<file path="src/rtl/q_fixed_pkg.sv">
// Shared fixed-point helpers for the square-root datapath: derived sizes,
// FSM state encoding and the signed saturation constant.
package q_fixed_pkg;

  typedef enum logic [1:0] {
    IDLE = 2'd0,
    RUN  = 2'd1,
    DONE = 2'd2
  } sqrt_state_t;

  function automatic int root_w(input int w, input int f);
    return (w + f + 1) / 2;
  endfunction

  function automatic int iters(input int w, input int f, input int bpc);
    return root_w(w, f) / bpc;
  endfunction

  function automatic logic [63:0] q_max(input int w);
    return (64'd1 << (w - 1)) - 64'd1;
  endfunction

endpackage

</file>
<file path="src/rtl/sqrt_iter_q_if.sv">
// Operand/result handshake bundle for sqrt_iter_q; the engine is the slave.
interface sqrt_iter_q_if #(
  parameter int W = 32
);
  logic         in_valid;
  logic         in_ready;
  logic [W-1:0] a;
  logic         out_valid;
  logic         out_ready;
  logic [W-1:0] sqrt_out;
  logic         neg;
  logic         sat;

  modport master (
    output in_valid, a, out_ready,
    input  in_ready, out_valid, sqrt_out, neg, sat
  );

  modport slave (
    input  in_valid, a, out_ready,
    output in_ready, out_valid, sqrt_out, neg, sat
  );
endinterface

</file>
<file path="src/rtl/sqrt_step.sv">
// One combinational restoring digit step: consumes the top two radicand bits
// and resolves one root bit.
module sqrt_step #(
  parameter int ROOT_W = 28
) (
  input  logic [2*ROOT_W-1:0] rad_in,
  input  logic [ROOT_W:0]     rem_in,
  input  logic [ROOT_W-1:0]   root_in,
  output logic [2*ROOT_W-1:0] rad_out,
  output logic [ROOT_W:0]     rem_out,
  output logic [ROOT_W-1:0]   root_out
);
  localparam int RAD_W = 2 * ROOT_W;
  localparam int REM_W = ROOT_W + 1;
  localparam int TW    = ROOT_W + 4;

  logic [TW-1:0] shifted;
  logic [TW-1:0] divisor;
  logic [TW-1:0] trial;
  logic          unused_bits;

  // Trial subtraction of (root<<2 | 01) from the extended remainder; restore on borrow.
  always_comb begin
    shifted = {1'b0, rem_in, rad_in[RAD_W-1 -: 2]};
    divisor = {2'b00, root_in, 2'b01};
    trial   = shifted - divisor;
    rad_out = {rad_in[RAD_W-3:0], 2'b00};
    if (!trial[TW-1]) begin
      rem_out  = trial[REM_W-1:0];
      root_out = {root_in[ROOT_W-2:0], 1'b1};
    end else begin
      rem_out  = shifted[REM_W-1:0];
      root_out = {root_in[ROOT_W-2:0], 1'b0};
    end
  end

  // The remainder never exceeds 2*root, so these high bits carry no information.
  assign unused_bits = ^{root_in[ROOT_W-1], trial[TW-2:REM_W], shifted[TW-1:REM_W]};

endmodule

</file>
<file path="src/rtl/sqrt_iter_q.sv">
// Iterative restoring square root in QW-F.F, BPC root bits per clock,
// with valid/ready on both sides, optional round-to-nearest and neg/sat flags.
module sqrt_iter_q
  import q_fixed_pkg::*;
#(
  parameter int W     = 32,
  parameter int F     = 24,
  parameter int BPC   = 1,
  parameter int ROUND = 0
) (
  input logic          clk,
  input logic          rst,
  sqrt_iter_q_if.slave bus
);
  localparam int ROOT_W = root_w(W, F);
  localparam int RAD_W  = 2 * ROOT_W;
  localparam int REM_W  = ROOT_W + 1;
  localparam int EXT_W  = W + 1;
  localparam int ITERS  = iters(W, F, BPC);
  localparam int CNT_W  = (ITERS > 1) ? $clog2(ITERS) : 1;
  localparam logic [63:0]  QMAX64 = q_max(W);
  localparam logic [W-1:0] QMAX   = QMAX64[W-1:0];

  if (F > W - 2) begin : g_bad_f
    $error("sqrt_iter_q: F must not exceed W-2");
  end
  if (!((BPC == 1) || (BPC == 2) || (BPC == 4)) || ((ROOT_W % BPC) != 0)) begin : g_bad_bpc
    $error("sqrt_iter_q: BPC must be 1, 2 or 4 and divide ROOT_W");
  end

  sqrt_state_t state_r, next_state_s;
  logic        in_ready_r, out_valid_r;
  logic        in_ready_s, out_valid_s;

  logic [RAD_W-1:0]  rad_r;
  logic [REM_W-1:0]  rem_r;
  logic [ROOT_W-1:0] root_r;
  logic [CNT_W-1:0]  cnt_r;
  logic [W-1:0]      sqrt_out_r;
  logic              neg_r, sat_r;

  logic [RAD_W-1:0]  rad_load_s;
  logic              nonpos_s;
  logic [EXT_W-1:0]  root_ext_s, root_inc_s;
  logic [W-1:0]      result_s;
  logic              sat_s;

  logic [RAD_W-1:0]  rad_c  [0:BPC];
  logic [REM_W-1:0]  rem_c  [0:BPC];
  logic [ROOT_W-1:0] root_c [0:BPC];

  assign rad_c[0]  = rad_r;
  assign rem_c[0]  = rem_r;
  assign root_c[0] = root_r;

  for (genvar i = 0; i < BPC; i++) begin : g_step
    sqrt_step #(.ROOT_W(ROOT_W)) u_step (
      .rad_in   (rad_c[i]),
      .rem_in   (rem_c[i]),
      .root_in  (root_c[i]),
      .rad_out  (rad_c[i+1]),
      .rem_out  (rem_c[i+1]),
      .root_out (root_c[i+1])
    );
  end

  // Radicand {a, F zeros}, left-padded to an even width; zero/negative bypass RUN.
  always_comb begin
    rad_load_s            = '0;
    rad_load_s[W+F-1:F]   = bus.a;
    nonpos_s              = bus.a[W-1] || (bus.a == '0);
  end

  // State register with the registered handshake flags.
  always_ff @(posedge clk or posedge rst) begin
    if (rst) begin
      state_r     <= IDLE;
      in_ready_r  <= 1'b1;
      out_valid_r <= 1'b0;
    end else begin
      state_r     <= next_state_s;
      in_ready_r  <= in_ready_s;
      out_valid_r <= out_valid_s;
    end
  end

  // Next-state decode.
  always_comb begin
    next_state_s = state_r;
    case (state_r)
      IDLE: begin
        if (bus.in_valid) next_state_s = nonpos_s ? DONE : RUN;
        else              next_state_s = IDLE;
      end
      RUN: begin
        if (cnt_r == '0) next_state_s = DONE;
        else             next_state_s = RUN;
      end
      DONE: begin
        if (bus.out_ready) next_state_s = IDLE;
        else               next_state_s = DONE;
      end
      default: next_state_s = IDLE;
    endcase
  end

  // Handshake flags follow the state being entered so they come out of flops.
  always_comb begin
    in_ready_s  = (next_state_s == IDLE);
    out_valid_s = (next_state_s == DONE);
  end

  // Final root extension, optional round-to-nearest and clamp to max positive.
  always_comb begin
    root_ext_s = {{(EXT_W-ROOT_W){1'b0}}, root_c[BPC]};
    root_inc_s = root_ext_s + EXT_W'(1);
    result_s   = root_ext_s[W-1:0];
    sat_s      = 1'b0;
    if ((ROUND != 0) && (rem_c[BPC] > {1'b0, root_c[BPC]})) begin
      if (root_inc_s > {1'b0, QMAX}) begin
        result_s = QMAX;
        sat_s    = 1'b1;
      end else begin
        result_s = root_inc_s[W-1:0];
        sat_s    = 1'b0;
      end
    end else begin
      result_s = root_ext_s[W-1:0];
      sat_s    = 1'b0;
    end
  end

  // Operand capture, per-cycle digit iteration and result registration.
  always_ff @(posedge clk or posedge rst) begin
    if (rst) begin
      rad_r      <= '0;
      rem_r      <= '0;
      root_r     <= '0;
      cnt_r      <= '0;
      sqrt_out_r <= '0;
      neg_r      <= 1'b0;
      sat_r      <= 1'b0;
    end else begin
      case (state_r)
        IDLE: begin
          if (bus.in_valid) begin
            rad_r  <= rad_load_s;
            rem_r  <= '0;
            root_r <= '0;
            cnt_r  <= CNT_W'(ITERS - 1);
            if (nonpos_s) begin
              sqrt_out_r <= '0;
              neg_r      <= bus.a[W-1];
              sat_r      <= 1'b0;
            end
          end
        end
        RUN: begin
          rad_r  <= rad_c[BPC];
          rem_r  <= rem_c[BPC];
          root_r <= root_c[BPC];
          cnt_r  <= cnt_r - CNT_W'(1);
          if (cnt_r == '0) begin
            sqrt_out_r <= result_s;
            neg_r      <= 1'b0;
            sat_r      <= sat_s;
          end
        end
        default: ;
      endcase
    end
  end

  assign bus.in_ready  = in_ready_r;
  assign bus.out_valid = out_valid_r;
  assign bus.sqrt_out  = sqrt_out_r;
  assign bus.neg       = neg_r;
  assign bus.sat       = sat_r;

endmodule

</file>
<file path="src/flat_wrapper.sv">
// flat-port wrapper written by rule: the top's interface ports become plain ports
module sqrt_iter_q_flat import q_fixed_pkg::*;
#(
  parameter int W     = 32,
  parameter int F     = 24,
  parameter int BPC   = 1,
  parameter int ROUND = 0
)
  (clk, rst, bus_in_valid, bus_a, bus_out_ready, bus_in_ready, bus_out_valid, bus_sqrt_out, bus_neg, bus_sat);
  sqrt_iter_q_if #(.W(W)) bus_i ();
  input logic clk;
  input logic rst;
  input wire logic [$bits(bus_i.in_valid)-1:0] bus_in_valid;
  input wire logic [$bits(bus_i.a)-1:0] bus_a;
  input wire logic [$bits(bus_i.out_ready)-1:0] bus_out_ready;
  output wire logic [$bits(bus_i.in_ready)-1:0] bus_in_ready;
  output wire logic [$bits(bus_i.out_valid)-1:0] bus_out_valid;
  output wire logic [$bits(bus_i.sqrt_out)-1:0] bus_sqrt_out;
  output wire logic [$bits(bus_i.neg)-1:0] bus_neg;
  output wire logic [$bits(bus_i.sat)-1:0] bus_sat;
  assign bus_i.in_valid = bus_in_valid;
  assign bus_i.a = bus_a;
  assign bus_i.out_ready = bus_out_ready;
  assign bus_in_ready = bus_i.in_ready;
  assign bus_out_valid = bus_i.out_valid;
  assign bus_sqrt_out = bus_i.sqrt_out;
  assign bus_neg = bus_i.neg;
  assign bus_sat = bus_i.sat;
  sqrt_iter_q #(.W(W), .F(F), .BPC(BPC), .ROUND(ROUND)) u_core (.clk(clk), .rst(rst), .bus(bus_i));
endmodule
</file>
<file path="config.mk">
export PLATFORM = sky130hd
export DESIGN_NAME = sqrt_iter_q_flat
export DESIGN_NICKNAME = d
export VERILOG_FILES = /design/src/rtl/q_fixed_pkg.sv /design/src/rtl/sqrt_iter_q_if.sv /design/src/rtl/sqrt_step.sv /design/src/rtl/sqrt_iter_q.sv /design/src/flat_wrapper.sv
export SDC_FILE = /design/constraint.sdc
export NUM_CORES = 1
export LEC_CHECK = 0
export CELL_PAD_IN_SITES_DETAIL_PLACEMENT = 0
export CELL_PAD_IN_SITES_GLOBAL_PLACEMENT = 2
export CORE_MARGIN = 10
export CORE_UTILIZATION = 30
export CTS_BUF_LIST = sky130_fd_sc_hd__clkbuf_16
export DETAILED_ROUTE_END_ITERATION = 8
export HOLD_SLACK_MARGIN = 0.1
export PLACE_DENSITY_LB_ADDON = 0.1
export SETUP_SLACK_MARGIN = 0.02
export SYNTH_ARGS = -nofsm -noshare
export SYNTH_HDL_FRONTEND = slang
export SYNTH_SLANG_ARGS = --single-unit
</file>
<file path="constraint.sdc">
create_clock -name clk -period 8.4 [get_ports clk]
set_input_delay 0.84 -clock clk [delete_from_list [all_inputs] [get_ports clk]]
set_output_delay 0.84 -clock clk [all_outputs]
set_load 0.005 [all_outputs]
</file>
==> results of run 1 <==
where the power goes:
part / switching, uW / internal (uW)
registers: 138 / 796
clock network: 290 / 495
logic: 1010 / 692
per-stage QoR:
step                      hold WS [ns]  utilization  setup WS, ns  power, uW
after floorplan                 0.4497            -         4.177       2267
after global placement          0.4728       0.3418         5.162       2672
after detailed placement        0.4742       0.3418         5.078       2669
after CTS                       0.4884       0.3693         5.147       3478
after global routing            0.5259       0.3693         4.817       3734
final                           0.4810       0.3693         5.187       3423
final cells by class:
cell class	instances	area (um2)	area share
Clock inverter	15	193.9	0.02334
Tap cell	285	356.6	0.04291
Multi-Input combinational cell	521	3211	0.3863
Sequential cell	127	3179	0.3826
Clock buffer	17	425.4	0.05119
Timing Repair Buffer	70	690.7	0.08311
Inverter	67	254.0	0.03056
worst paths after layout:
path | from | to | depth (start not counted) | slack [ns]
worst min register to register | u_core.rad_r[53] | u_core.rad_r[53] | 2 | 0.48
worst max-delay path | u_core.root_r[1] | u_core.rem_r[26] | 10 | 5.19
worst max register to register | u_core.root_r[1] | u_core.rem_r[26] | 10 | 5.19
max in group asynchronous | rst | u_core.root_r[2] | 3 | 6.05
worst min-delay path | u_core.rad_r[53] | u_core.rad_r[53] | 2 | 0.48
min in group asynchronous | rst | u_core.bus.sqrt_out[26] | 2 | 0.88
registers in the layout, indices dropped and copies added, names as in the netlist:
name                  count
u_core.bus.neg            1
u_core.rem_r             29
u_core.bus.in_ready       1
u_core.bus.sqrt_out      28
u_core.state_r            2
u_core.cnt_r              5
u_core.bus.out_valid      1
u_core.rad_r             32
u_core.root_r            28
placed cells by master, fill, tap and decap left out, types with 2 or more instances in the layout:
cell type / synthesis / final
dfrtp_1: 126 / 126
nand2_1: 92 / 92
o21ai_0: 71 / 71
inv_1: 67 / 66
clkdlybuf4s50_1: 0 / 66
nor2_1: 52 / 51
a21oi_1: 39 / 38
nand3_1: 35 / 35
o22ai_1: 30 / 30
ha_1: 30 / 30
a31oi_1: 28 / 28
clkbuf_16: 0 / 17
xor2_1: 15 / 15
a21o_1: 10 / 10
xnor2_1: 10 / 10
mux2i_1: 10 / 10
a22o_1: 8 / 8
nor4_1: 7 / 7
a22oi_1: 6 / 6
nand4_1: 6 / 6
o21a_1: 6 / 6
nor2b_1: 7 / 6
a32oi_1: 6 / 6
and2_1: 5 / 5
conb_1: 1 / 5
and3_1: 4 / 4
a211oi_1: 4 / 4
nand2b_1: 5 / 4
bufinv_16: 0 / 4
buf_4: 6 / 4
nor3_1: 3 / 3
or3_1: 3 / 3
a21boi_0: 3 / 3
clkinv_4: 0 / 3
clkinvlp_4: 0 / 3
clkinv_1: 0 / 3
o211ai_1: 2 / 2
a2111o_1: 2 / 2
per-layer routing:
metal  global-route usage  wire, um  share of wire
met5                    0         0              0
met4              0.03661       163         0.0088
met2               0.2012      8200           0.44
met3              0.03479       815          0.044
met1               0.1823      9298           0.50
logic make-up after synthesis:
kind of cell             after synthesis  share of synthesized area
AND/OR/NAND/NOR                      222                     0.1446
flip-flops                           127                     0.4668
other                                  1                  0.0005506
adder cells (fa/ha/maj)               30                    0.05512
XOR/XNOR                              25                    0.03215
multiplexers                          11                    0.01635
buffers and inverters                113                    0.06889
AO/OA/AOI/OAI                        228                     0.2155
Yosys cell counts, drive strengths merged, types with 8 or more instances:
cell type and count:
nor2 52, mux2i 10, a31oi 29, buf 9, nand3 35, xor2 15, o21ai 71, inv 67
ha 30, o22ai 31, a21oi 39, nand2 92, a22o 8, a21o 10, dfrtp 126, clkbuf 37
xnor2 10
worst register-to-register path, stage by stage (launching register included):
cell and delay [ns]:
dfrtp_1 0.41, inv_1 0.12, ha_1 0.34, o21a_1 0.16
o22ai_2 0.13, a211oi_2 0.34, o32ai_4 0.18, o31ai_4 0.46
a31o_4 0.52, nand2_1 0.25, o21ai_0 0.23
==> impl_metrics.csv, run 1 <==
group,metric,value,unit
sta,worst_pin_slew,0.9838,ns
placement,port_buffers,66,
sta,relSlewSlack,0.3441,
synth,yosysUniqueCellTypes,52,
synth,syn_area,6810,um2
global_route,grt_max_degree,77,
cells_and_area,antenna_cells,0,
pwr,irDropWorstVdd,0.2409,mV
synth,async_flop_share,1.000,
sta,clock.fmax,311.3,MHz
status,status,"finished, final reports clean",
critical_path,cp.arrival,3.54,ns
critical_path,cp_slowest_cell,"a31o_4",
pwr,p_leak,0.003531,uW
placement,dp_hpwl,12150,um
placement,placed_area,7691,um2
critical_path,crit_path_max_incr_delay,0.52,ns
route,routedWlPerCell,16.77,um
clocking,clk_pin_slew,0.06,ns
synth,yosys.area.top_type,"dfrtp_1",
cells_and_area,nets,870,
die,die_w,170.7,um
clocking,post_cts_resized,0,
clocking,cts-htree-levels,4,
sta,drv_slew,0,
clocking,cts_buffers,17,
critical_path,crit_fanout,32,
run,drv_cap,0,
sta,fin_skew,0.01436,ns
route,drc,0,
synth,syn_inst,757,
cells_and_area,fin_cells,1102,
clocking,cts_tree,"built",
sta,fin_crit,3.213,ns
die,initial_core_util,0.3026,
clocking,clk_latency,0.42,ns
synth,synth-edff-count,0,
die,chipHeight,170.7,um
route,avgViaCountPerCell,5.006,
cells_and_area,drive_gt1_frac,0.05998,
synth,yosysSeqAreaShare,0.4668,
synth,synth-warning-count,0,
clocking,ctsHoldBuffers,0,
sta,rsz0062_at_grt,"false",
critical_path,crit_chain,"inv_1, ha_1, o21a_1, o22ai_2, a211oi_2, o32ai_4, o31ai_4, a31o_4, nand2_1, o21ai_0",
sta,setup_viol,0,
global_route,grt_usage,0.1328,
die,die_area,29130,um2
synth,synth_top_area_frac,0.4630,
die,coreArea,22500,um2
placement,place_inst,1070,
synth,syn_avg_cell_area,8.996,um2
cells_and_area,area_growth_syn_to_layout,22.03,%
sta,finalHoldViolations,0,
critical_path,cp.required,8.73,ns
placement,gp_congestion,0.8302,
critical_path,critPathKind,"reg -> reg",
global_route,antenna_found_initial,0,
die,num_io_pins,72,
cells_and_area,fin_area,8310,um2
route,drt_first_pass_iters,4,
critical_path,endpoint_kind,"flop",
clocking,cts-root-buf,"clkbuf_16",
die,rows,55,
synth,synth_seq_cells,127,
clocking,post_cts_buffers,0,
sta,timing.final.crit_share,0.3825,
synth,ys_dominant_reg_cell,"dfrtp_1",
critical_path,setup.worst_path.start_class,"flop",
min_path,hp-class,"reg -> reg",
route,drt_wl_total,18480,um
synth,yosys-top-cells-area,"dfrtp_1, ha_1, o21ai_0",
sta,fin_tns_setup,0,ns
global_route,grt_pass1_wl,30990,um
global_route,grt_pass1_vias,5708,
global_route,grt_overflow,0,
pwr,powerDensity,411.9,nW/um2
route,vias,5517,
critical_path,path_buf_inv,1,
route,drt_iter0_drc,338,
route,ant_nets,0,
clocking,cts.path.max_buffers,2,
critical_path,critical_path.top_delay_family,"compound AO/OA/AOI/OAI gates",
clocking,clock-sinks,127,
cells_and_area,n_fill_cell,2278,
Note: power is estimated with default switching activity, not from simulation.
==> run 2, diff against run 1 <==
clock period = 3.4 ns   (was 8.4 ns; I/O delays follow)
==> run 2 against run 1 <==
  * Count of clock-buffer cells in the layout stayed put
  * Sequential power is 140% higher
  * Non-clock buffer count is 9 higher
  * Total power is 150% higher
  * Critical path depth is 2 higher
  * Highest routed layer unchanged
  * Largest cell class unchanged
  * Clock power is 140% higher
  * Fmax is 0.83% higher
==> impl_metrics.csv, run 2 (synthesis results as in run 1) <==
group,metric,value,unit
clocking,post_cts_resized,0,
sta,fin_tns_setup,0,ns
sta,relSlewSlack,0.4578,
placement,placed_area,7792,um2
die,num_io_pins,72,
cells_and_area,drive_gt1_frac,0.07264,
run,drv_cap,0,
cells_and_area,largest_reg_flops,32,
global_route,grt_max_degree,61,
placement,pre_cts_slack,0.2425,ns
cells_and_area,mostFrequentLayoutCells,"dfrtp_1, nand2_1, o21ai_0",
critical_path,cp.arrival,3.54,ns
sta,fin_crit,3.186,ns
route,wl_met1,9462,um
route,routedWlPerCell,17.13,um
global_route,grt_pass1_wl,31680,um
placement,port_buffers,66,
die,rows,55,
die,coreArea,22500,um2
pwr,p_leak,0.003584,uW
route,drc,0,
cells_and_area,top_register,"u_core.rad_r",
route,drt_first_pass_iters,4,
cells_and_area,area_growth_syn_to_layout,23.39,%
clocking,cts_tree,"built",
clocking,cts-htree-levels,4,
critical_path,setup.worst_path.start_class,"flop",
route,ant_nets,0,
global_route,antenna_found_initial,0,
pwr,powerDensity,1014,nW/um2
cells_and_area,final_common_cell,"dfrtp_1",
sta,timing.final.crit_share,0.9371,
global_route,grt_usage,0.1363,
global_route,grt_pass1_vias,5860,
global_route,grt_overflow,0,
sta,worst_pin_slew,0.8115,ns
sta,clock.fmax,313.8,MHz
clocking,cts_buffers,17,
cells_and_area,fin_area,8403,um2
sta,rsz0062_at_grt,"false",
placement,gp_congestion,0.7563,
route,drt_iter0_drc,310,
pwr,p_total,8523,uW
sta,finalHoldViolations,0,
min_path,hp-class,"in -> async",
cells_and_area,reg_top3,"u_core.rad_r x32, u_core.rem_r x29",
route,met2WireLength,8723,um
critical_path,cp.required,3.75,ns
die,die_area,29130,um2
clocking,clk_latency,0.42,ns
cells_and_area,nets,879,
clocking,cts-root-buf,"clkbuf_16",
sta,setup_viol,0,
clocking,post_cts_buffers,0,
critical_path,crit_fanout,4,
route,wl_met3,605,um
route,avgViaCountPerCell,5.054,
route,top_layer,"met4",
pwr,irDropWorstVdd,0.4174,mV
clocking,ctsHoldBuffers,0,
sta,setup_ws,0.2137,ns
route,drt_wl_total,19030,um
sta,fin_skew,0.007961,ns
die,die_w,170.7,um
cells_and_area,antenna_cells,0,
clocking,clk_pin_slew,0.06,ns
placement,dp_hpwl,13100,um
sta,hold_slack,0.4264,ns
critical_path,endpoint_kind,"flop",
cells_and_area,n_fill_cell,2295,
clocking,cts.path.max_buffers,2,
route,vias,5615,
sta,drv_slew,0,
die,chipHeight,170.7,um
die,initial_core_util,0.3026,
clocking,clock-sinks,127,
critical_path,critPathKind,"reg -> reg",
status,status,"finished, final reports clean",
==> run 2: cell types whose count changed in the layout (fill, tap and decap cells not counted) <==
| cell | previous run | this run |
|---|---|---|
| clkinvlp_4 | 3 | 2 |
| buf_4 | 4 | 10 |
| clkinv_1 | 3 | 1 |
| nand2b_2 | 0 | 1 |
| clkinv_4 | 3 | 6 |
| bufinv_16 | 4 | 3 |
| inv_4 | 1 | 0 |
| inv_6 | 1 | 3 |
| buf_12 | 0 | 3 |
| nand2b_4 | 1 | 0 |
==> run 2: cell type report <==
class	count	area [um2]	area share
clock buffer	17	425.4	0.05063
timing repair buffer	79	795.8	0.09470
multi-input combinational	521	3206	0.3815
sequential	127	3179	0.3784
clock inverter	15	185.2	0.02204
inverter	67	255.2	0.03038
tap	285	356.6	0.04244
==> run 2: where the power goes <==
| group | switching [uW] | internal, uW |
|---|---|---|
| Clock | 750 | 1160 |
| Combinational | 2560 | 1780 |
| Sequential | 312 | 1970 |
==> run 2: layer usage <==
layer  up-vias  track usage
li1       2769            -
met1      2746       0.1827
met2        82       0.2140
met3        18      0.02650
met4         0      0.04805
met5         -            0
==> run 2: stage by stage <==
| stage | util | std cells |
|---|---|---|
| after global routing | 0.3734 | 1111 |
| after CTS | 0.3734 | 1111 |
| after floorplan | - | 761 |
| after global placement | 0.3463 | 1079 |
| final | 0.3734 | 1111 |
| after detailed placement | 0.3463 | 1079 |
==> run 2: path summary, 6_finish.rpt <==
path / slack [ns] / start / cells past startpoint / endpoint
min in group clk: 0.49 / u_core.rad_r[53] / 2 / u_core.rad_r[53]
max reg2reg: 0.21 / u_core.root_r[0] / 12 / u_core.rem_r[28]
min: 0.43 / rst / 2 / u_core.bus.sqrt_out[27]
max: 0.21 / u_core.root_r[0] / 12 / u_core.rem_r[28]
min reg2reg: 0.49 / u_core.rad_r[53] / 2 / u_core.rad_r[53]
max in group asynchronous: 2.23 / rst / 3 / u_core.bus.in_ready
==> run 2: critical path: stages (launching register included) <==
cell	delay, ns
dfrtp_1	0.38
inv_1	0.12
ha_1	0.26
nor2b_1	0.17
o311ai_0	0.49
a31o_2	0.29
o211ai_2	0.15
a211oi_1	0.27
buf_4	0.18
a21oi_1	0.10
a211oi_1	0.28
mux2_2	0.38
nand2_1	0.06
